## config.mk

```make
export PLATFORM = sky130hd
export DESIGN_NAME = inst_fetch_prefetch
export DESIGN_NICKNAME = d
export VERILOG_FILES = /design/src/rtl/inst_fetch_prefetch.sv
export SDC_FILE = /design/constraint.sdc
export NUM_CORES = 1
export LEC_CHECK = 0
export CORE_MARGIN = 3
export CORE_UTILIZATION = 60
export CTS_CLUSTER_DIAMETER = 200
export DETAILED_ROUTE_END_ITERATION = 7
export PLACE_DENSITY = 0.95
export SYNTH_ARGS = -nofsm -noshare
export SYNTH_HDL_FRONTEND = slang
export SYNTH_SLANG_ARGS = --single-unit
```

## constraint.sdc

```tcl
create_clock -name clk -period 8.2 [get_ports clk]
set_input_delay 0.82 -clock clk [delete_from_list [all_inputs] [get_ports clk]]
set_output_delay 0.82 -clock clk [all_outputs]
set_load 0.005 [all_outputs]
```

## src/rtl/inst_fetch_prefetch.sv

```systemverilog
// Instruction fetch stage with a DEPTH-entry prefetch queue between a 1-cycle-latency
// instruction memory and decode; decode stalls do not stop fetching until the queue fills.
module inst_fetch_prefetch #(
    parameter int                      ADDR_WIDTH = 10,
    parameter int                      INST_WIDTH = 32,
    parameter int                      DEPTH      = 4,
    parameter logic [ADDR_WIDTH-1:0]   RESET_PC   = '0,
    parameter logic [INST_WIDTH-1:0]   NOP_INST   = 32'h60000000
) (
    input  logic                          clk,
    input  logic                          reset,
    input  logic                          jump,
    input  logic [ADDR_WIDTH-1:0]         new_pc,
    input  logic                          hold,
    output logic                          imem_en,
    output logic [ADDR_WIDTH-1:0]         imem_addr,
    input  logic [INST_WIDTH-1:0]         imem_rdata,
    output logic [ADDR_WIDTH-1:0]         dec_pc,
    output logic [INST_WIDTH-1:0]         dec_inst,
    output logic                          dec_valid,
    output logic [$clog2(DEPTH+1)-1:0]    q_level
);

    localparam int PTR_W = $clog2(DEPTH);
    localparam int LVL_W = $clog2(DEPTH+1);

    logic [ADDR_WIDTH-1:0] fetch_pc_q, fetch_pc_d;
    logic                  inflight_q, inflight_d;
    logic [ADDR_WIDTH-1:0] infl_pc_q;
    logic [PTR_W-1:0]      rd_ptr_q, rd_ptr_d;
    logic [PTR_W-1:0]      wr_ptr_q, wr_ptr_d;
    logic [LVL_W-1:0]      level_q, level_d;
    logic [ADDR_WIDTH-1:0] dec_pc_q, dec_pc_d;
    logic [INST_WIDTH-1:0] dec_inst_q, dec_inst_d;
    logic                  dec_valid_q, dec_valid_d;

    logic [ADDR_WIDTH-1:0] qpc_q   [DEPTH];
    logic [INST_WIDTH-1:0] qinst_q [DEPTH];

    logic             resp_vld;
    logic             load;
    logic             q_empty;
    logic             pop;
    logic             bypass;
    logic             push;
    logic             fetch_ok;
    logic [LVL_W:0]   committed;

    // A response arriving in the same cycle as a jump belongs to the old stream and is dropped.
    assign resp_vld  = inflight_q && !jump;
    assign committed = {1'b0, level_q} + (LVL_W+1)'(inflight_q);
    assign fetch_ok  = committed < (LVL_W+1)'(DEPTH);

    assign imem_en   = reset && (jump || fetch_ok);
    assign imem_addr = jump ? new_pc : fetch_pc_q;

    assign load    = !hold || !dec_valid_q;
    assign q_empty = (level_q == '0);
    assign pop     = load && !q_empty;
    assign bypass  = load && q_empty && resp_vld;
    assign push    = resp_vld && !bypass;

    always_comb begin
        fetch_pc_d  = fetch_pc_q;
        inflight_d  = imem_en;
        rd_ptr_d    = rd_ptr_q + PTR_W'(pop);
        wr_ptr_d    = wr_ptr_q + PTR_W'(push);
        level_d     = level_q + LVL_W'(push) - LVL_W'(pop);
        dec_pc_d    = dec_pc_q;
        dec_inst_d  = dec_inst_q;
        dec_valid_d = dec_valid_q;

        if (imem_en) begin
            fetch_pc_d = imem_addr + ADDR_WIDTH'(1);
        end

        if (load) begin
            if (pop) begin
                dec_pc_d    = qpc_q[rd_ptr_q];
                dec_inst_d  = qinst_q[rd_ptr_q];
                dec_valid_d = 1'b1;
            end else if (bypass) begin
                dec_pc_d    = infl_pc_q;
                dec_inst_d  = imem_rdata;
                dec_valid_d = 1'b1;
            end else begin
                dec_inst_d  = NOP_INST;
                dec_valid_d = 1'b0;
            end
        end

        // Redirect: discard everything queued; the target read is issued this very cycle.
        if (jump) begin
            rd_ptr_d    = '0;
            wr_ptr_d    = '0;
            level_d     = '0;
            dec_pc_d    = new_pc;
            dec_inst_d  = NOP_INST;
            dec_valid_d = 1'b0;
        end
    end

    always_ff @(posedge clk) begin
        if (!reset) begin
            fetch_pc_q  <= RESET_PC;
            inflight_q  <= 1'b0;
            rd_ptr_q    <= '0;
            wr_ptr_q    <= '0;
            level_q     <= '0;
            dec_pc_q    <= RESET_PC;
            dec_inst_q  <= NOP_INST;
            dec_valid_q <= 1'b0;
        end else begin
            fetch_pc_q  <= fetch_pc_d;
            inflight_q  <= inflight_d;
            rd_ptr_q    <= rd_ptr_d;
            wr_ptr_q    <= wr_ptr_d;
            level_q     <= level_d;
            dec_pc_q    <= dec_pc_d;
            dec_inst_q  <= dec_inst_d;
            dec_valid_q <= dec_valid_d;
        end
    end

    // Payload storage carries no reset; the control pointers decide what is live.
    always_ff @(posedge clk) begin
        infl_pc_q <= imem_addr;
        if (push) begin
            qpc_q[wr_ptr_q]   <= infl_pc_q;
            qinst_q[wr_ptr_q] <= imem_rdata;
        end
    end

    assign dec_pc    = dec_pc_q;
    assign dec_inst  = dec_inst_q;
    assign dec_valid = dec_valid_q;
    assign q_level   = level_q;

endmodule

```

==> results of run 1 <==
==> synth_stat cells (all sizes together) <==
master / count / share of area [%]
and2: 4 / 0.27
nand3: 46 / 2.5
nand3b: 1 / 0.080
nor3b: 1 / 0.080
dfxtp: 71 / 15
a31o: 1 / 0.094
a311oi: 30 / 2.8
clkbuf: 21 / 0.84
buf: 21 / 1.6
clkinv: 1 / 0.040
nor2: 54 / 2.2
xnor2: 6 / 0.56
o311ai: 2 / 0.19
inv: 10 / 0.40
nor3: 7 / 0.37
o21ai: 7 / 0.37
or3: 2 / 0.13
a21o: 4 / 0.32
edfxtp: 168 / 54
xor2: 1 / 0.094
o21a: 3 / 0.24
or2: 1 / 0.067
fa: 1 / 0.21
o31ai: 3 / 0.24
nor2b: 1 / 0.067
nand4b: 2 / 0.19
mux2i: 4 / 0.43
mux4: 42 / 10
a211oi: 3 / 0.29
a222oi: 7 / 0.75
mux2: 6 / 0.72
nand4: 4 / 0.27
ha: 6 / 0.80
nand2: 62 / 2.5
a22oi: 2 / 0.16
a21oi: 12 / 0.64
and3: 4 / 0.27
==> worst paths after layout <==
check,from,to,slack [ns],cells past startpoint
hold reg to reg,fetch_pc_q[8],fetch_pc_q[8],0.46,2
setup reg to reg,inflight_q,qinst_q[0][21],4.92,5
setup / recovery,jump,imem_en,4.29,5
hold / removal,fetch_pc_q[8],fetch_pc_q[8],0.46,2
==> critical path, cell delays in order <==
cell and delay, ns:
clkdlybuf4s50_1 0.39, buf_4 0.25, nor3_1 1.03, nor2_1 0.08, clkdlybuf4s50_1 0.49
==> placed cells by master (no fill, tap or decap), types with 2 or more instances in the layout <==
master           synthesis  layout
edfxtp_1               168     168
clkdlybuf4s50_1          0     102
dfxtp_1                 71      69
nand2_1                 62      61
nor2_1                  53      52
nand3_1                 46      46
mux4_2                  39      39
a311oi_1                30      30
clkbuf_16                0      23
a21oi_1                 12      12
inv_1                   10      10
buf_4                    5      10
clkbuf_1                21       8
a222oi_1                 7       7
mux2_2                   6       6
o21ai_0                  6       6
xnor2_1                  6       6
ha_1                     6       6
clkinv_2                 0       6
nor3_1                   7       5
nand4_1                  4       4
mux2i_1                  4       4
and2_1                   4       4
a21o_1                   4       4
clkinv_1                 1       3
and3_1                   4       3
o21a_1                   3       3
o31ai_1                  3       3
mux4_1                   3       3
or3_1                    2       2
nor3_2                   0       2
o311ai_0                 2       2
nand4b_1                 2       2
a22oi_1                  2       2
a211oi_1                 2       2
dfxtp_2                  0       2
==> per-stage QoR <==
step	worst slack, ns	instances	hold slack, ns	total power [mW]	util (%)
after floorplan	3.25	621	0.429	1.94	-
after global placement	4.34	902	0.445	2.17	69.0
after detailed placement	4.22	902	0.443	2.21	69.0
after CTS	4.33	943	0.451	3.16	73.3
after global routing	4.19	943	0.476	3.28	73.3
final	4.29	943	0.455	3.16	73.3
==> report_power, final <==
part	switching (mW)	internal, mW
combinational	0.418	0.327
sequential	0.0684	1.40
clock	0.422	0.531
total	0.908	2.26
==> state kept, by name, indices dropped and copies added (netlist names) <==
| name | cells |
|---|---|
| dec_inst | 32 |
| dec_pc | 10 |
| dec_valid | 1 |
| fetch_pc_q | 10 |
| infl_pc_q | 10 |
| inflight_q | 1 |
| q_level | 3 |
| qinst_q | 128 |
| qpc_q | 40 |
| rd_ptr_q | 2 |
| wr_ptr_q | 2 |
==> metal layers <==
metal	vias to the layer above	track usage [%]	wire length [um]
li1	2584	-	-
met1	3060	36.7	8330
met2	475	45.3	11500
met3	54	4.43	2310
met4	0	7.86	519
met5	-	0	0
==> final cells by class <==
class | count | area [um2] | area share (%)
Inverter | 11 | 41.3 | 0.369
Sequential cell | 239 | 6470 | 57.8
Clock buffer | 33 | 627 | 5.60
Timing Repair Buffer | 112 | 1100 | 9.79
Multi-Input combinational cell | 329 | 2660 | 23.7
Tap cell | 211 | 264 | 2.36
Clock inverter | 8 | 37.5 | 0.335
==> kinds of logic (layout without fill, tap and decap cells) <==
| family | Yosys count | count (layout) | synth area share (%) |
|---|---|---|---|
| buffers and inverters | 53 | 164 | 2.83 |
| DFF | 239 | 239 | 69.1 |
| adders and majority gates | 7 | 7 | 1.02 |
| and+or+nand+nor | 189 | 189 | 8.93 |
| muxes | 52 | 52 | 11.4 |
| AOI/OAI and AO/OA | 74 | 74 | 6.11 |
| xor gates and xnor gates | 7 | 7 | 0.655 |
==> run_results.csv, run 1 <==
group,metric,value,unit
status,status,"completed",
cts,clockBufferDepth,3,
cts,cts_tree,"yes",
logic_synthesis,ys_warn_count,0,
cts,clk_pin_slew,0.06,ns
grt,antenna_found_initial,0,
logic_synthesis,seq_area_frac_synth,69.1,%
min_path,hold_class,"register to register",
sta,min_period,3.91,ns
logic_synthesis,synthCells,621,
grt,grt_pass1_wl,34900,um
final_layout,fin_area,11200,um2
logic_synthesis,netlist_area,9360,um2
grt,overflow,0,
sta,rsz0062_at_grt,"no",
sta,max_freq,0.256,GHz
floorplanning,initial_core_util,61.3,%
floorplanning,die_x,131,um
routing,drt_iter0_drc,969,
job,cap_violations,0,
place,gp_congestion,0.857,
final_layout,finalNetCount,769,
cts,cts.htree.levels,1,
final_layout,area_growth,19.6,%
floorplanning,num_io_pins,103,
sta,tns,0,ns
worst_setup_path,path_max_fanout,36,
sta,fin_crit_sh,47.7,%
sta,relSlewSlack,17.6,%
grt,grt_pass1_vias,6099,
sta,drv_slew,0,
logic_synthesis,ys_ff_latch,239,
cts,clock-root-buffer,"clkbuf_16",
final_layout,nFillCells,869,
cts,ctsResizeCount,0,
routing,avgViaCountPerCell,6.55,
routing,postRouteAntennaNets,0,
routing,drc,0,
cts,cts_setup_buffers,0,
routing,first_pass_iters,7,
place,post-dp-hpwl,13300,um
final_layout,diodes,0,
cts,cts_hold_buffers,0,
final_layout,drive_above_1_share,13.5,%
floorplanning,dieHeight,131,um
worst_setup_path,cp-start-kind,"input pin",
floorplanning,rows,45,
grt,grt_usage,26.9,%
worst_setup_path,crit_type,"input pin to output pin",
logic_synthesis,synthesis.nets,674,
routing,wl_per_cell,24.0,um
cts,cts_buffers,23,
routing,vias,6173,
floorplanning,die_area,17100,um2
grt,grt_max_degree,63,
logic_synthesis,avgSynthCellArea,15.1,um2
sta,clock_skew,0.0103,ns
cts,clkLatencyLatePin,0.50,ns
worst_setup_path,worstPathRequired,7.38,ns
sta,worst_pin_slew,1.23,ns
sta,finalSetupViolations,0,
floorplanning,fp.coreArea,15300,um2
place,dpl_cell_area,10500,um2
place,io_buffers,102,
worst_setup_path,end_kind,"output pin",
sta,hold_violations,0,
routing,wl,22700,um
worst_setup_path,crit_arrival,3.09,ns
pwr,power_density,283,nW/um2
pwr,p_leak,3.76,nW
pwr,vdd_ir_drop_max,236,uV
logic_synthesis,synth.distinct_cells,44,
cts,clock-sinks,239,
(Power assumes the default switching activity.)
==> run 2: changes to the inputs <==
CORE_UTILIZATION = 56   (was 60)
PLACE_DENSITY = 0.91   (was 0.95)
clock period = 4 ns   (was 8.2 ns; I/O delays follow)
==> run_results.csv, run 2 (same netlist as run 1, synthesis figures left out) <==
group,metric,value,unit
worst_setup_path,max_stage_delay,0.52,ns
pwr,pwr-share-seq,47.4,%
worst_setup_path,crit_path_top_delay_cell,"or3_2",
final_layout,largest_register_ffs,128,
cts,cts_hold_buffers,0,
floorplanning,num_io_pins,103,
status,status,"completed",
sta,clock_skew,0.0101,ns
cts,cts_setup_buffers,0,
job,cap_violations,0,
worst_setup_path,critical_path_buf_inv_count,4,
floorplanning,fp.coreArea,16100,um2
cts,clkLatencyLatePin,0.52,ns
pwr,p_leak,3.81,nW
place,post-dp-hpwl,13500,um
pwr,p_sw_share,28.6,%
final_layout,drive_above_1_share,14.9,%
grt,grt_pass1_vias,6260,
final_layout,layout_commonest_cell,"edfxtp_1",
worst_setup_path,cp_cell_sequence,"or3_2, buf_4, nand2_1, inv_1, ha_1, inv_1, ha_1, inv_1, fa_1, xnor2_1, nor2_1",
pwr,vdd_ir_drop_max,369,uV
routing,wl_per_cell,22.9,um
sta,relSlewSlack,22.4,%
worst_setup_path,cpLargestDelayFamily,"adder cells",
sta,max_freq,0.340,GHz
final_layout,final_util,70.2,%
floorplanning,dieHeight,135,um
routing,wl,21900,um
pwr,clock_power_share,30.2,%
routing,drc,0,
grt,overflow,0,
cts,cts_buffers,23,
worst_setup_path,r2r_slack,1.06,ns
sta,rsz0062_at_grt,"no",
grt,antenna_found_initial,0,
sta,finalSetupViolations,0,
pwr,p_comb_share,22.4,%
place,gp_congestion,0.868,
grt,grt_max_degree,62,
cts,clock-root-buffer,"clkbuf_16",
worst_setup_path,crit_arrival,3.32,ns
cts,cts.htree.levels,1,
place,io_buffers,102,
grt,grt_usage,24.0,%
sta,layout_setup_ws,1.06,ns
pwr,internal-power,4.64,mW
worst_setup_path,cp-start-kind,"register",
floorplanning,initial_core_util,58.1,%
worst_setup_path,path_max_fanout,42,
final_layout,finalNetCount,777,
cts,cts_tree,"yes",
worst_setup_path,cpMostUsedCell,"inv_1",
place,pre_cts_ws,0.999,ns
grt,grtUsageMet2,40.1,%
sta,fin_crit_sh,73.5,%
worst_setup_path,crit_type,"register to register",
pwr,p_total,6.51,mW
routing,avgViaCountPerCell,6.34,
floorplanning,die_x,135,um
cts,clock-sinks,239,
cts,clk_pin_slew,0.06,ns
routing,vias,6059,
final_layout,diodes,0,
floorplanning,die_area,18300,um2
final_layout,final_cell_mix,"edfxtp_1 (168), clkdlybuf4s50_1 (102), dfxtp_1 (69)",
grt,grt-busiest-layer,"met2",
sta,tns,0,ns
sta,worst_pin_slew,1.16,ns
grt,grt_pass1_wl,33900,um
cts,clockBufferDepth,3,
routing,first_pass_iters,6,
floorplanning,rows,46,
routing,postRouteAntennaNets,0,
final_layout,top_register,"qinst_q",
pwr,power_density,575,nW/um2
final_layout,area_growth,20.8,%
worst_setup_path,end_kind,"register",
pwr,p_sw,1.86,mW
cts,ctsResizeCount,0,
sta,min_period,2.94,ns
routing,drt_iter0_drc,728,
grt,met3_usage,4.98,%
place,dp.cells,915,
min_path,hold_class,"register to register",
final_layout,final_cells,956,
sta,hold_violations,0,
grt,met1_usage,31.0,%
sta,drv_slew,0,
worst_setup_path,worstPathRequired,4.38,ns
-- run 2: cell types whose count changed in the layout (fill, tap and decap cells not counted), sizes merged --
cell,before,now
clkbuf,33,28
clkinvlp,0,1
buf,10,18
inv,10,11
clkinv,9,12
-- run 2: worst register-to-register path, delay by kind of cell, from the launching register on --
family	cells	cell delay, ns
buffers and inverters	4	0.58
adders and majority gates	3	0.86
and+or+nand+nor	3	0.80
DFF	1	0.38
xor gates and xnor gates	1	0.19
-- run 2: per-layer routing --
layer  routed length (um)  up-vias  share of wire [%]
li1                     -     2601                  -
met1                 8040     2945                 37
met2                10900      447                 50
met3                 2270       66                 10
met4                  729        0                3.3
met5                    0        -                  0
-- run 2: worst paths after layout --
| check | start | end | depth (start not counted) |
|---|---|---|---|
| worst min register to register | fetch_pc_q[8] | fetch_pc_q[8] | 2 |
| worst max register to register | q_level[0] | q_level[2] | 11 |
| worst min-delay path | fetch_pc_q[8] | fetch_pc_q[8] | 2 |
| worst max-delay path | q_level[0] | q_level[2] | 11 |
-- run 2: area by class of cell --
type                       count  area (um2)
sequential                   239        6470
fill                         990        4810
multi-input combinational    329        2680
timing repair buffer         120        1170
clock buffer                  28         614
tap                          216         270
clock inverter                13        66.3
inverter                      11        41.3
-- run 2: metrics by stage --
stage	instance area, um2	hold slack (ns)
floorplan	9370	0.429
global placement	10600	0.439
detailed placement	10600	0.445
CTS	11300	0.452
global route	11300	0.496
finish	11300	0.451
-- run 2: power groups by stage --
| stage | Sequential (mW) | Clock [mW] | Combinational, mW |
|---|---|---|---|
| 5_1_grt | 3.12 | 2.08 | 1.56 |
| 2_1_floorplan | 3.01 | 0 | 0.957 |
| 3_3_place_gp | 3.11 | 0 | 1.35 |
| 3_5_place_dp | 3.13 | 0 | 1.41 |
| 4_1_cts | 3.09 | 1.99 | 1.44 |
| 6_report | 3.08 | 1.97 | 1.46 |
==> run 3: changes to the inputs <==
CORE_UTILIZATION = 51   (was 56)
PLACE_DENSITY = 0.88   (was 0.91)
clock period = 2.4 ns   (was 4 ns; I/O delays follow)
==> run_results.csv, run 3 (same netlist as run 1, synthesis figures left out) <==
group,metric,value,unit
routing,wl,22300,um
grt,antenna_found_initial,0,
grt,overflow,0,
floorplanning,die_x,141,um
floorplanning,dieHeight,141,um
status,status,"completed",
final_layout,top_register,"qinst_q",
place,io_buffers,102,
worst_setup_path,cpLargestDelayFamily,"buffers and inverters",
sta,relSlewSlack,54.8,%
floorplanning,initial_core_util,53.0,%
cts,clock-root-buffer,"clkbuf_16",
sta,fin_crit_sh,94.0,%
sta,drv_slew,0,
min_path,holdPathStages,1,
final_layout,fin_area,11600,um2
sta,layout_setup_ws,0.143,ns
final_layout,final_cells,985,
cts,clk_pin_slew,0.06,ns
sta,min_period,2.26,ns
place,gp_congestion,0.924,
pwr,power_density,983,nW/um2
routing,avgViaCountPerCell,6.18,
sta,finalSetupViolations,0,
worst_setup_path,r2r_start,"q_level[0]",
routing,first_pass_iters,5,
place,dpl_cell_area,10800,um2
grt,grt_max_degree,62,
routing,drc,0,
sta,hold_violations,0,
final_layout,nFillCells,1172,
worst_setup_path,cp_cell_sequence,"clkdlybuf4s50_1, buf_12, mux2i_1, inv_1, clkdlybuf4s50_1",
cts,clkLatencyLatePin,0.52,ns
final_layout,drive_above_1_share,17.4,%
routing,wl_per_cell,22.6,um
place,dp.cells,942,
sta,clock_skew,0.0272,ns
min_path,hold_class,"input pin to register",
worst_setup_path,crit_path_top_delay_cell,"clkdlybuf4s50_1",
worst_setup_path,startpoint,"jump",
final_layout,diodes,0,
sta,rsz0062_at_grt,"no",
floorplanning,fp.coreArea,17700,um2
routing,postRouteAntennaNets,0,
worst_setup_path,r2r_slack,0.15,ns
cts,cts.htree.levels,1,
grt,grt_usage,22.4,%
sta,max_freq,0.443,GHz
final_layout,largest_register_ffs,128,
worst_setup_path,crit_type,"input pin to output pin",
cts,clockBufferDepth,3,
worst_setup_path,r2r_end,"q_level[2]",
floorplanning,die_area,20000,um2
routing,vias,6092,
worst_setup_path,end_kind,"output pin",
final_layout,final_cell_mix,"edfxtp_1 (168), clkdlybuf4s50_1 (101), dfxtp_1 (68)",
worst_setup_path,crit_arrival,2.02,ns
final_layout,layout_commonest_cell,"edfxtp_1",
cts,clock-sinks,239,
worst_setup_path,path_max_fanout,35,
floorplanning,rows,48,
sta,tns,0,ns
cts,cts_buffers,24,
pwr,p_leak,3.97,nW
min_path,hold_end,"qinst_q[1][29]",
sta,worst_pin_slew,0.678,ns
routing,drt_iter0_drc,738,
floorplanning,num_io_pins,103,
min_path,hold_start,"imem_rdata[29]",
final_layout,finalNetCount,796,
worst_setup_path,worstPathRequired,2.16,ns
place,post-dp-hpwl,14200,um
cts,cts_tree,"yes",
worst_setup_path,critical_path_buf_inv_count,4,
worst_setup_path,cp-start-kind,"input pin",
job,cap_violations,0,
worst_setup_path,max_stage_delay,0.59,ns
place,pre_cts_ws,0.0236,ns
worst_setup_path,r2r.worst_path.cells,10,
final_layout,final_util,65.7,%
pwr,vdd_ir_drop_max,536,uV
grt,grt_pass1_wl,35300,um
grt,grt_pass1_vias,6298,
worst_setup_path,cpMostUsedCell,"clkdlybuf4s50_1",
final_layout,area_growth,23.9,%
run 3: per-layer routing:
metal | GRT usage (%) | part of all wire [%] | vias to the layer above | routed length (um)
li1 | - | - | 2640 | -
met1 | 28.8 | 38 | 3031 | 8490
met2 | 38.4 | 50 | 352 | 11200
met3 | 4.15 | 8.4 | 69 | 1880
met4 | 7.83 | 3.2 | 0 | 722
met5 | 0 | 0 | - | 0
run 3: worst register-to-register path: cells and delay by family (launching register included):
kind                     cells  cell delay, ns
flip-flops                   1            0.34
XOR/XNOR                     1            0.17
adder cells (fa/ha/maj)      3            0.83
AND/OR/NAND/NOR              3            0.61
buffers and inverters        3            0.20
run 3: report_power, final:
part / switching, mW / leakage, nW / internal, mW
Clock: 1.45 / 0.388 / 2.21
Combinational: 1.44 / 1.48 / 1.26
Sequential: 0.262 / 2.10 / 4.78
Total: 3.15 / 3.97 / 8.25
run 3: what timing repair did:
| item | 4_1_cts | 5_1_grt |
|---|---|---|
| setup endpoints to repair | 1 | 1 |
| hold buffers | 0 | 0 |
| buffers inserted | 0 | 0 |
| pin swaps | 0 | 0 |
| resized for setup | 2 | 1 |
run 3: cell type report:
class / count / area, um2 / area share, %
clock buffer: 37 / 733 / 6.32
sequential: 239 / 6470 / 55.8
timing repair buffer: 138 / 1330 / 11.4
clock inverter: 6 / 53.8 / 0.464
tap: 225 / 282 / 2.43
multi-input combinational: 329 / 2690 / 23.2
inverter: 11 / 41.3 / 0.356
run 3: worst max-delay path by stage:
stage	to	slack [ns]	cells past startpoint
2_1_floorplan	qinst_q[3][0]	0.008	5
3_3_place_gp	q_level[2]	0.14	10
5_1_grt	imem_addr[2]	0.04	5
4_1_cts	q_level[2]	0.07	10
3_5_place_dp	fetch_pc_q[6]	0.02	10
6_report	imem_addr[2]	0.14	5
run 3: stage by stage:
stage | hold WS [ns] | total power, mW
2_1_floorplan | 0.339 | 6.62
3_3_place_gp | 0.441 | 7.59
3_5_place_dp | 0.451 | 7.75
4_1_cts | 0.379 | 11.4
5_1_grt | 0.410 | 11.9
6_report | 0.389 | 11.4
